## config.mk

```make
export PLATFORM = sky130hd
export DESIGN_NAME = instr_fetch
export DESIGN_NICKNAME = d
export VERILOG_FILES = /design/src/rtl/cpu_pkg.sv /design/src/rtl/fetch_next_pc.sv /design/src/rtl/instr_fetch.sv
export SDC_FILE = /design/constraint.sdc
export NUM_CORES = 1
export LEC_CHECK = 0
export ABC_AREA = 1
export BUFFER_PORTS_ARGS = -buffer_cell sky130_fd_sc_hd__buf_2
export CAP_MARGIN = 20
export CELL_PAD_IN_SITES_DETAIL_PLACEMENT = 0
export CELL_PAD_IN_SITES_GLOBAL_PLACEMENT = 1
export CORE_AREA = 3 3 113 115
export CTS_BUF_LIST = sky130_fd_sc_hd__clkbuf_8 sky130_fd_sc_hd__clkbuf_16
export DETAILED_ROUTE_END_ITERATION = 7
export DIE_AREA = 0 0 116 118
export GPL_TIMING_DRIVEN = 0
export HOLD_SLACK_MARGIN = 0.08
export MAX_ROUTING_LAYER = met4
export PLACE_DENSITY_LB_ADDON = 0.1
export SYNTH_ARGS = -nofsm -noshare
export SYNTH_HDL_FRONTEND = slang
export SYNTH_SLANG_ARGS = --single-unit
export TNS_END_PERCENT = 100
```

## constraint.sdc

```tcl
create_clock -name clk -period 2.91 [get_ports clk]
set_input_delay 0.4365 -clock clk [delete_from_list [all_inputs] [get_ports clk]]
set_output_delay 0.4365 -clock clk [all_outputs]
set_load 0.02 [all_outputs]
```

## src/rtl/cpu_pkg.sv

```systemverilog
`default_nettype none
// ============================================================================
// Module      : cpu_pkg
// Description : Opcode constants shared by fetch and decode, plus the fetch
//               FSM state encoding.
// Revision    : 1.0 - initial release
// ============================================================================
package cpu_pkg;

    localparam logic [5:0] OP_RTYPE = 6'h00;
    localparam logic [5:0] OP_ADDI  = 6'h08;
    localparam logic [5:0] OP_LW    = 6'h23;
    localparam logic [5:0] OP_SW    = 6'h2B;
    localparam logic [5:0] OP_BEQ   = 6'h04;
    localparam logic [5:0] OP_BNE   = 6'h05;
    localparam logic [5:0] OP_J     = 6'h02;

    typedef enum logic [1:0] {
        ST_IDLE  = 2'd0,
        ST_REQ   = 2'd1,
        ST_HOLD  = 2'd2,
        ST_DRAIN = 2'd3
    } fetch_state_e;

endpackage
`default_nettype wire

```

## src/rtl/fetch_next_pc.sv

```systemverilog
`default_nettype none
// ============================================================================
// Module      : fetch_next_pc
// Description : Combinational next-PC select: redirect > jump > pc+4.
// Revision    : 1.0 - initial release
// ============================================================================
module fetch_next_pc #(
    parameter int ADDR_W = 32
) (
    input  logic              redirect_valid_i,
    input  logic [ADDR_W-1:0] redirect_target_i,
    input  logic              jump_i,
    input  logic [25:0]       jump_index_i,
    input  logic [ADDR_W-1:0] pc_plus4_i,
    output logic [ADDR_W-1:0] next_pc_o
);

    // Redirect targets are forced to a word boundary.
    localparam logic [ADDR_W-1:0] c_ALIGN_MASK = {{(ADDR_W-2){1'b1}}, 2'b00};

    // Priority select; a jump keeps the region bits of the following instruction.
    always_comb begin
        next_pc_o = pc_plus4_i;
        if (redirect_valid_i) begin
            next_pc_o = redirect_target_i & c_ALIGN_MASK;
        end else if (jump_i) begin
            next_pc_o = {pc_plus4_i[ADDR_W-1:28], jump_index_i, 2'b00};
        end
    end

endmodule
`default_nettype wire

```

## src/rtl/instr_fetch.sv

```systemverilog
`default_nettype none
// ============================================================================
// Module      : instr_fetch
// Description : Instruction fetch front end. Holds the PC, fetches words over
//               a req/valid memory port, presents them with valid/ready,
//               resolves J locally and applies datapath redirects.
// Revision    : 1.0 - initial release
// ============================================================================
module instr_fetch
    import cpu_pkg::*;
#(
    parameter int                ADDR_W   = 32,
    parameter logic [ADDR_W-1:0] RESET_PC = '0
) (
    input  logic              clk,
    input  logic              reset,
    output logic              imemReq,
    output logic [ADDR_W-1:0] imemAddr,
    input  logic [31:0]       imemRdata,
    input  logic              imemValid,
    output logic              instrValid,
    input  logic              instrReady,
    output logic [31:0]       instr,
    output logic [5:0]        opcode,
    output logic [5:0]        funct,
    output logic [ADDR_W-1:0] pcPlus4,
    input  logic              redirectValid,
    input  logic [ADDR_W-1:0] redirectTarget
);

    localparam logic [ADDR_W-1:0] c_PC_STEP = ADDR_W'(4);

    fetch_state_e      state_q, state_d;
    logic [ADDR_W-1:0] pc_q, pc_d;
    logic [31:0]       instr_q, instr_d;
    logic [ADDR_W-1:0] w_pc_plus4;
    logic [ADDR_W-1:0] w_next_pc;
    logic              w_jump;

    // pc stays at the held instruction's address while in HOLD, so this is stable there.
    assign w_pc_plus4 = pc_q + c_PC_STEP;
    assign w_jump     = (instr_q[31:26] == OP_J);

    fetch_next_pc #(
        .ADDR_W (ADDR_W)
    ) u_next_pc (
        .redirect_valid_i  (redirectValid),
        .redirect_target_i (redirectTarget),
        .jump_i            (w_jump),
        .jump_index_i      (instr_q[25:0]),
        .pc_plus4_i        (w_pc_plus4),
        .next_pc_o         (w_next_pc)
    );

    // State, PC and instruction registers.
    always_ff @(posedge clk) begin
        if (reset) begin
            state_q <= ST_IDLE;
            pc_q    <= RESET_PC;
            instr_q <= '0;
        end else begin
            state_q <= state_d;
            pc_q    <= pc_d;
            instr_q <= instr_d;
        end
    end

    // Next-state logic; a redirect overrides the handshake and kills held or in-flight data.
    always_comb begin
        state_d = state_q;
        pc_d    = pc_q;
        instr_d = instr_q;
        case (state_q)
            ST_IDLE: begin
                state_d = ST_REQ;
            end
            ST_REQ: begin
                if (redirectValid) begin
                    // Without a response this cycle, one is still outstanding and must be dropped.
                    state_d = imemValid ? ST_REQ : ST_DRAIN;
                end else if (imemValid) begin
                    instr_d = imemRdata;
                    state_d = ST_HOLD;
                end
            end
            ST_HOLD: begin
                if (redirectValid) begin
                    state_d = ST_REQ;
                end else if (instrReady) begin
                    pc_d    = w_next_pc;
                    state_d = ST_REQ;
                end
            end
            ST_DRAIN: begin
                if (imemValid) begin
                    state_d = ST_REQ;
                end
            end
            default: begin
                state_d = ST_IDLE;
            end
        endcase
        if (redirectValid) begin
            pc_d = w_next_pc;
        end
    end

    assign imemReq    = (state_q == ST_REQ);
    assign imemAddr   = pc_q;
    assign instrValid = (state_q == ST_HOLD);
    assign instr      = instr_q;
    assign opcode     = instr_q[31:26];
    assign funct      = instr_q[5:0];
    assign pcPlus4    = w_pc_plus4;

endmodule
`default_nettype wire

```

# Word-level counts from Yosys, hierarchy flattened
# Cells that the tools add are included.
[totals] reg_bits=66 output_inout_bits=110
[classes] n_addsub=1 eq_ne=7 mux=12 n_bitwise=1 reduce_logical=6
[ops] operator="$mux 32" n=4
[ops] operator="$add 32x3->32 const B" n=1
[ops] operator="$mux 28" n=1
[ops] operator="$mux 2" n=6
[ops] operator="$pmux 2 s4" n=1
[ops] operator="$eq 6x2->1 const B" n=1
[ops] operator="$ne 3x1->1 const B" n=2
[ops] operator="$reduce_and 3->1" n=2
[ops] operator="$eq 2x2->1 const B" n=2
[ops] operator="$reduce_bool 2->1" n=2
[ops] operator="$eq 2x1->1 const B" n=1
[ops] operator="$logic_not 2->1" n=1
[ops] operator="$ne 2x2->1 const B" n=1
[ops] operator="$reduce_and 2->1" n=1
[ops] operator="$not 1->1" n=1

# Logic depth before layout (Yosys ltp)
# Gate-level depths: netlist of the first run.
[logic_depth] ltp_word=6 depth_mapped=10 mapped_depth_nobuf=10

# Hierarchy
# From an unflattened synthesis of the first run, not the netlist that was laid out.
[unflattened] hier_cells=716 area_unflattened_um2=4255.3
[by_module_without_submodules] mod="instr_fetch" instances=1 cells_per_inst=504 area_per_inst_um2=3358.2 seq_area_each_um2=1321.3
[by_module_without_submodules] mod="fetch_next_pc" instances=1 cells_per_inst=212 area_per_inst_um2=897.1 seq_area_each_um2=0.0

# Worst setup path before layout of the first run
# No wires, ideal clock.
[synth_path] path_type="register to output" start="reg pc_q[3] (netlist: imemAddr[3])" end="out pcPlus4[28]" t_arrival_ns=1.461 required_ns=2.474 path_slack_ns=1.012 stages_incl_launch_ff=8 path_cell_list="dfxtp_1 ha_1 nand3_2 nor2_2 nand2_1 inv_1 nand3_1 nand2_1"
[synth_between] elab_chain_len=1
[synth_lines] item="start, declared" line="instr_fetch.sv:34" text="logic [ADDR_W-1:0] pc_q, pc_d;"
[synth_lines] item="start signal, assigned" line="instr_fetch.sv:63" text="pc_q <= pc_d;"
[synth_lines] item="$add 32x3->32" line="instr_fetch.sv:41" text="assign w_pc_plus4 = pc_q + c_PC_STEP;"
[synth_lines] item="end, declared" line="instr_fetch.sv:26" text="output logic [ADDR_W-1:0] pcPlus4,"
# No other way between the ends.

# Final worst setup path of the first run
[layout_path] start="reg pc_q[3] (netlist: imemAddr[3])" end="out pcPlus4[12]"
# Same word-level chain as after synthesis.

==> results of run 1 <==
[metal layers]
| metal | wire length [um] | global-route usage (%) | vias up |
|---|---|---|---|
| met5 | 0 | - | - |
| met4 | 239 | 5.44 | 0 |
| met3 | 1100 | 6.27 | 21 |
| met2 | 7190 | 36.6 | 169 |
| met1 | 6670 | 27.6 | 2076 |
| li1 | - | - | 2366 |
[where the power goes]
part / internal, mW / switching (mW) / leakage (nW) / total, mW
clock: 0.768 / 0.419 / 0.156 / 1.19
sequential: 0.928 / 0.0616 / 0.525 / 0.990
combinational: 0.179 / 0.327 / 2.04 / 0.506
total: 1.88 / 0.808 / 2.72 / 2.68
[cell usage in the layout (no fill, tap or decap), types with 2 or more instances in the layout]
| cell type | count |
|---|---|
| a21oi_1 | 37 |
| and2_1 | 4 |
| buf_2 | 177 |
| buf_4 | 17 |
| bufinv_16 | 2 |
| clkbuf_1 | 16 |
| clkbuf_16 | 9 |
| clkinvlp_4 | 2 |
| conb_1 | 4 |
| dfxtp_1 | 64 |
| diode_2 | 2 |
| inv_1 | 63 |
| inv_2 | 4 |
| nand2_1 | 145 |
| nand3_1 | 31 |
| nand3_2 | 2 |
| nor2_1 | 143 |
| nor2_2 | 3 |
| nor2_4 | 3 |
| nor3_1 | 3 |
| nor4_1 | 2 |
| o211ai_1 | 4 |
| o21ai_0 | 63 |
| o21ai_1 | 8 |
| xor2_1 | 9 |
[cells by family (layout without fill, tap and decap cells)]
logic type / after synthesis / count (layout) / share of synthesized area [%]
adder cells (fa/ha/maj): 1 / 1 / 0.324
other: 1 / 6 / 0.0972
buffers and inverters: 106 / 293 / 12.4
AO/OA/AOI/OAI: 115 / 115 / 15.4
flip-flops: 64 / 64 / 33.2
XOR/XNOR: 9 / 9 / 2.04
AND/OR/NAND/NOR: 341 / 341 / 36.6
[flip-flops by register name (all words and copies together) (netlist names)]
name,cells
imemAddr,30
instr,32
state_q,2
[worst min-delay path, stage by stage]
cell     delay, ns
buf_2         0.07
o21ai_0       0.07
nor2_1        0.08
[final cells by class]
| cell class | instances | area share, % |
|---|---|---|
| Antenna cell | 2 | 0.0956 |
| Timing Repair Buffer | 171 | 16.3 |
| Inverter | 66 | 4.73 |
| Multi-Input combinational cell | 470 | 40.3 |
| Tap cell | 147 | 3.51 |
| Buffer | 40 | 4.37 |
| Sequential cell | 64 | 24.5 |
| Clock inverter | 6 | 1.60 |
| Clock buffer | 10 | 4.56 |
[per-stage QoR]
stage                     instance area, um^2  setup WS (ns)  utilization (%)  std cells  hold WS, ns
after detailed placement                 4910          0.816             41.2        958        0.481
after floorplan                          3870           1.01                -        640        0.554
after CTS                                5230          0.441             43.9        974        0.336
final                                    5240          0.444             44.0        976        0.346
after global placement                   4910          0.817             41.2        958        0.470
after global routing                     5240          0.296             44.0        976        0.339
[final timing paths]
| check | startpoint | to | cells past startpoint |
|---|---|---|---|
| setup / recovery | imemAddr[3]$_SDFFE_PP0P_ | pcPlus4[12] | 7 |
| hold / removal | imemRdata[29] | instr[29]$_SDFFE_PP0P_ | 3 |
| setup reg to reg | imemAddr[3]$_SDFFE_PP0P_ | imemAddr[12]$_SDFFE_PP0P_ | 8 |
| hold reg to reg | instr[31]$_SDFFE_PP0P_ | instr[31]$_SDFFE_PP0P_ | 2 |
==> results.py, run 1 <==
metrics = {
    "timing": {
        "finalSetupTns_ns": 0,
        "fmax_mhz": 406,
        "slew_violations": 0,
        "rsz0062_at_grt": "false",
        "fin_skew_ns": 0.00624,
        "min_period_ns": 2.47,
        "period_share_pct": 84.7,
        "tightest_slew_ns": 0.722,
        "relSlewSlack_pct": 51.9,
        "report.final.hold_viol_count": 0,
        "setup_viol_count_final": 0,
    },
    "floorplan": {
        "die_h_um": 118,
        "ios": 179,
        "start_util_pct": 32.4,
        "rows": 40,
        "die_w_um": 116,
        "die_area_um2": 13700,
        "coreArea_um2": 11900,
    },
    "cells_and_area": {
        "multi_input_area_um2": 2110,
        "nNetsFinal": 892,
        "regArea_um2": 1280,
        "syn2layout_area_growth_pct": 35.7,
        "drive_gt1_share_pct": 27.3,
        "nFillCells": 1317,
    },
    "critical_path": {
        "worstSetupEndpointType": "primary output",
        "crit_type": "reg -> out",
        "reg2reg_setup_slack_ns": 1.03,
        "cp_slowest_cell": "dfxtp_1",
        "start_kind": "flip-flop",
        "critPathBufInv": 2,
        "cp_max_fo": 5,
        "cp.arrival_ns": 2.03,
        "path_cells": "ha_1 -> nand3_2 -> nor2_2 -> nand2_1 -> xor2_1 -> inv_1 -> buf_2",
        "cp.required_ns": 2.47,
        "cpPeakStageDelay_ns": 0.40,
        "critical-path-top-delay-family": "simple AND/OR/NAND/NOR gates",
    },
    "yosys": {
        "synth_seq_cells": 64,
        "seq_area_frac_synth_pct": 33.2,
        "ys_types": 31,
        "synth_area_leaders": "dfxtp_1 33%, nand2_1 14%, nor2_1 14%, o21ai_0 8.2%, inv_1 6.0%",
        "yosys.area.top_type": "dfxtp_1",
        "synth_common_cells": "145 x nand2_1, 143 x nor2_1, 64 x dfxtp_1",
        "syn_area_um2": 3860,
        "yosysMostFrequentCell": "nand2_1",
        "synth_edf_count": 0,
        "synthFlopType": "dfxtp_1",
        "syn_inst": 637,
        "ys_warn_count": 0,
        "synthArstFlopShare_pct": 0,
        "syn_area_per_cell_um2": 6.06,
        "yosysTopAreaCellShare_pct": 33.2,
    },
    "route": {
        "drc": 0,
        "first_iter_violations": 271,
        "routed-via-count": 4632,
        "drtPass1Iterations": 5,
        "totalWireLength_um": 15200,
        "ant_nets": 0,
        "routedWlPerCell_um": 15.6,
        "vias_per_cell": 4.75,
    },
    "cts": {
        "root_buffer": "clkbuf_16",
        "h-tree-depth": 3,
        "cts_num_sinks": 64,
        "numCtsBuffers": 9,
        "clockBufferDepth": 2,
        "post-cts-setup-buffers": 0,
        "cts_hold_buf": 0,
        "clk_pin_slew_ns": 0.06,
        "cts_tree": "built",
        "ctsResizeCount": 0,
        "clkLatencyLatePin_ns": 0.34,
    },
    "power_and_ir_drop": {
        "leakagePower_nw": 2.72,
        "p_per_area_nw_per_um2": 512,
        "max-vdd-ir-drop_mv": 0.416,
        "p_total_mw": 2.68,
    },
    "outcome": {
        "status": "complete, no violations",
    },
    "placement": {
        "portBuffers": 171,
        "gp_congestion": 0.892,
        "dpl.hpwl_um": 12000,
    },
    "flow_run": {
        "cap_violations": 0,
    },
    "global_routing": {
        "grt_usage_pct": 22.5,
        "grt_overflow_total": 0,
        "antenna_found_initial": 2,
        "grt_pass1_wl_um": 22900,
        "grt_pass1_vias": 4371,
        "grt_max_degree": 12,
    },
    "worst_hold_path": {
        "hold_class": "in -> reg",
    },
}
Note: power is estimated with default switching activity, not from simulation.
==> run 2, diff against run 1 <==
CORE_AREA = 3 3 122 124   (was 3 3 113 115)
DIE_AREA = 0 0 125 127   (was 0 0 116 118)
clock period = 2.07 ns   (was 2.91 ns; I/O delays follow)
==> results.py, run 2 (synthesis results as in run 1) <==
metrics = {
    "outcome": {
        "status": "complete, no violations",
    },
    "route": {
        "routed-via-count": 4626,
        "met1_length_um": 7290,
        "first_iter_violations": 131,
        "ant_nets": 0,
        "wl_met2_um": 7600,
        "drc": 0,
        "routedWlPerCell_um": 16.0,
        "top_layer": "met4",
        "totalWireLength_um": 16200,
        "route.met3.wl_um": 932,
        "drtPass1Iterations": 4,
        "vias_per_cell": 4.58,
    },
    "critical_path": {
        "cp_slowest_cell": "dfxtp_4",
        "cpPeakStageDelay_ns": 0.38,
        "crit_top_cell": "nand2_1",
        "timing.rr.start": "instr[26]$_SDFFE_PP0P_",
        "reg2reg_depth": 8,
        "r2r-end": "imemAddr[16]$_SDFFE_PP0P_",
        "cp.arrival_ns": 1.71,
        "cp.required_ns": 1.76,
        "cp_max_fo": 5,
        "critPathBufInv": 1,
        "crit_type": "reg -> out",
        "reg2reg_setup_slack_ns": 0.23,
        "critical-path-top-delay-family": "simple AND/OR/NAND/NOR gates",
        "start_kind": "flip-flop",
        "path_cells": "ha_4 -> nand2_1 -> nor2_4 -> nand2_4 -> nor2_4 -> nand2_1 -> nand2_1 -> nand2_2 -> buf_4",
        "worstSetupEndpointType": "primary output",
    },
    "timing": {
        "min_period_ns": 2.02,
        "period_share_pct": 97.5,
        "tightest_slew_ns": 0.723,
        "relSlewSlack_pct": 51.8,
        "report.final.hold_viol_count": 0,
        "fin_skew_ns": 0.00563,
        "slew_violations": 0,
        "rsz0062_at_grt": "true",
        "setup_viol_count_final": 0,
        "fmax_mhz": 495,
    },
    "worst_hold_path": {
        "hp-start": "imemRdata[21]",
        "hold_class": "in -> reg",
        "timing.hold.worst_path_depth": 3,
        "hold_end": "instr[21]$_SDFFE_PP0P_",
    },
    "cts": {
        "root_buffer": "clkbuf_16",
        "clockBufferDepth": 2,
        "h-tree-depth": 3,
        "numCtsBuffers": 9,
        "cts_num_sinks": 64,
        "cts_tree": "built",
        "cts_hold_buf": 0,
        "clk_pin_slew_ns": 0.06,
        "clkLatencyLatePin_ns": 0.34,
    },
    "placement": {
        "portBuffers": 171,
        "place_inst": 991,
        "gp_congestion": 0.892,
        "placed_cell_area_um2": 4950,
        "dpl.hpwl_um": 12700,
    },
    "cells_and_area": {
        "final_common_cell": "buf_2",
        "syn2layout_area_growth_pct": 44.7,
        "largest_reg_flops": 32,
        "n_antenna_cell": 0,
        "final_cell_mix": "172 x buf_2, 129 x nand2_1, 120 x nor2_1",
        "drive_gt1_share_pct": 35.9,
        "nNetsFinal": 897,
        "final_cells": 1011,
        "stdcell_area_um2": 5590,
    },
    "global_routing": {
        "grt_overflow_total": 0,
        "grt_pass1_vias": 4657,
        "grt_usage_pct": 20.7,
        "grt_pass1_wl_um": 25000,
        "antenna_found_initial": 0,
        "grt_max_degree": 11,
    },
    "flow_run": {
        "cap_violations": 0,
    },
    "power_and_ir_drop": {
        "leakagePower_nw": 2.82,
        "p_per_area_nw_per_um2": 668,
        "max-vdd-ir-drop_mv": 0.340,
        "p_total_mw": 3.73,
    },
    "floorplan": {
        "rows": 43,
        "die_area_um2": 15900,
        "die_h_um": 127,
        "die_w_um": 125,
        "ios": 179,
        "start_util_pct": 27.8,
        "coreArea_um2": 13900,
    },
}
## run 2: cell count changes in the layout (fill, tap and decap cells not counted), moves of 13 or more
cell	previous run	this run
dfxtp_1	64	42
nand2_1	145	129
dfxtp_2	0	13
nor2_4	3	16
nand2_2	1	14
nor2_1	143	120
## run 2: where the power goes
group          total [mW]  switching, mW  internal, mW  leakage, nW
clock                1.60          0.579          1.02        0.154
sequential           1.40         0.0934          1.30        0.536
combinational       0.733          0.470         0.263         2.13
## run 2: metrics by stage
| stage | setup TNS [ns] | util [%] | setup WS, ns | hold slack [ns] |
|---|---|---|---|---|
| 2_1_floorplan | 0 | - | 0.292 | 0.476 |
| 3_3_place_gp | 0 | 35.7 | 0.0650 | 0.472 |
| 3_5_place_dp | 0 | 35.7 | 0.0769 | 0.495 |
| 4_1_cts | 0 | 38.8 | 0.00188 | 0.219 |
| 5_1_grt | -0.0800 | 40.2 | -0.0335 | 0.232 |
| 6_report | 0 | 40.2 | 0.0513 | 0.222 |
## run 2: worst max-delay path by stage
stage	from	endpoint	slack (ns)	cells after the start
detailed placement	imemAddr[3]$_SDFFE_PP0P_	pcPlus4[16]	0.08	8
global route	imemAddr[15]$_SDFFE_PP0P_	pcPlus4[26]	-0.03	8
finish	imemAddr[3]$_SDFFE_PP0P_	pcPlus4[22]	0.05	9
global placement	imemAddr[3]$_SDFFE_PP0P_	pcPlus4[16]	0.07	8
CTS	imemAddr[2]$_SDFFE_PP0P_	pcPlus4[24]	0.002	8
floorplan	imemAddr[3]$_SDFFE_PP0P_	imemAddr[28]$_SDFFE_PP0P_	0.29	10
## run 2: worst reg2reg max path, delay by kind of cell, from the launching register on
kind | cells | cell delay [ns]
AOI/OAI and AO/OA | 1 | 0.16
buffers and inverters | 2 | 0.66
DFF | 1 | 0.36
and+or+nand+nor | 5 | 0.52
## run 2: timing repair
action	CTS	global route
gates cloned	0	0
setup endpoints to repair	24	22
pin swaps	5	13
setup buffers	2	3
resized for setup	37	64
## run 2: area by class of cell
| cell class | count | area (um^2) |
|---|---|---|
| fillers | 1578 | 8300 |
| multi-input cells | 470 | 2330 |
| flip-flops and latches | 64 | 1330 |
| repair buffers | 176 | 918 |
| clock buffers | 12 | 267 |
| inverters | 66 | 248 |
| plain buffers | 40 | 229 |
| well taps | 180 | 225 |
| clock inverters | 3 | 40.0 |
## run 2: layer usage
metal | vias up | track usage [%]
met4 | 0 | 7.65
met2 | 153 | 33.6
met5 | - | -
met3 | 24 | 4.01
met1 | 2075 | 25.7
li1 | 2374 | -
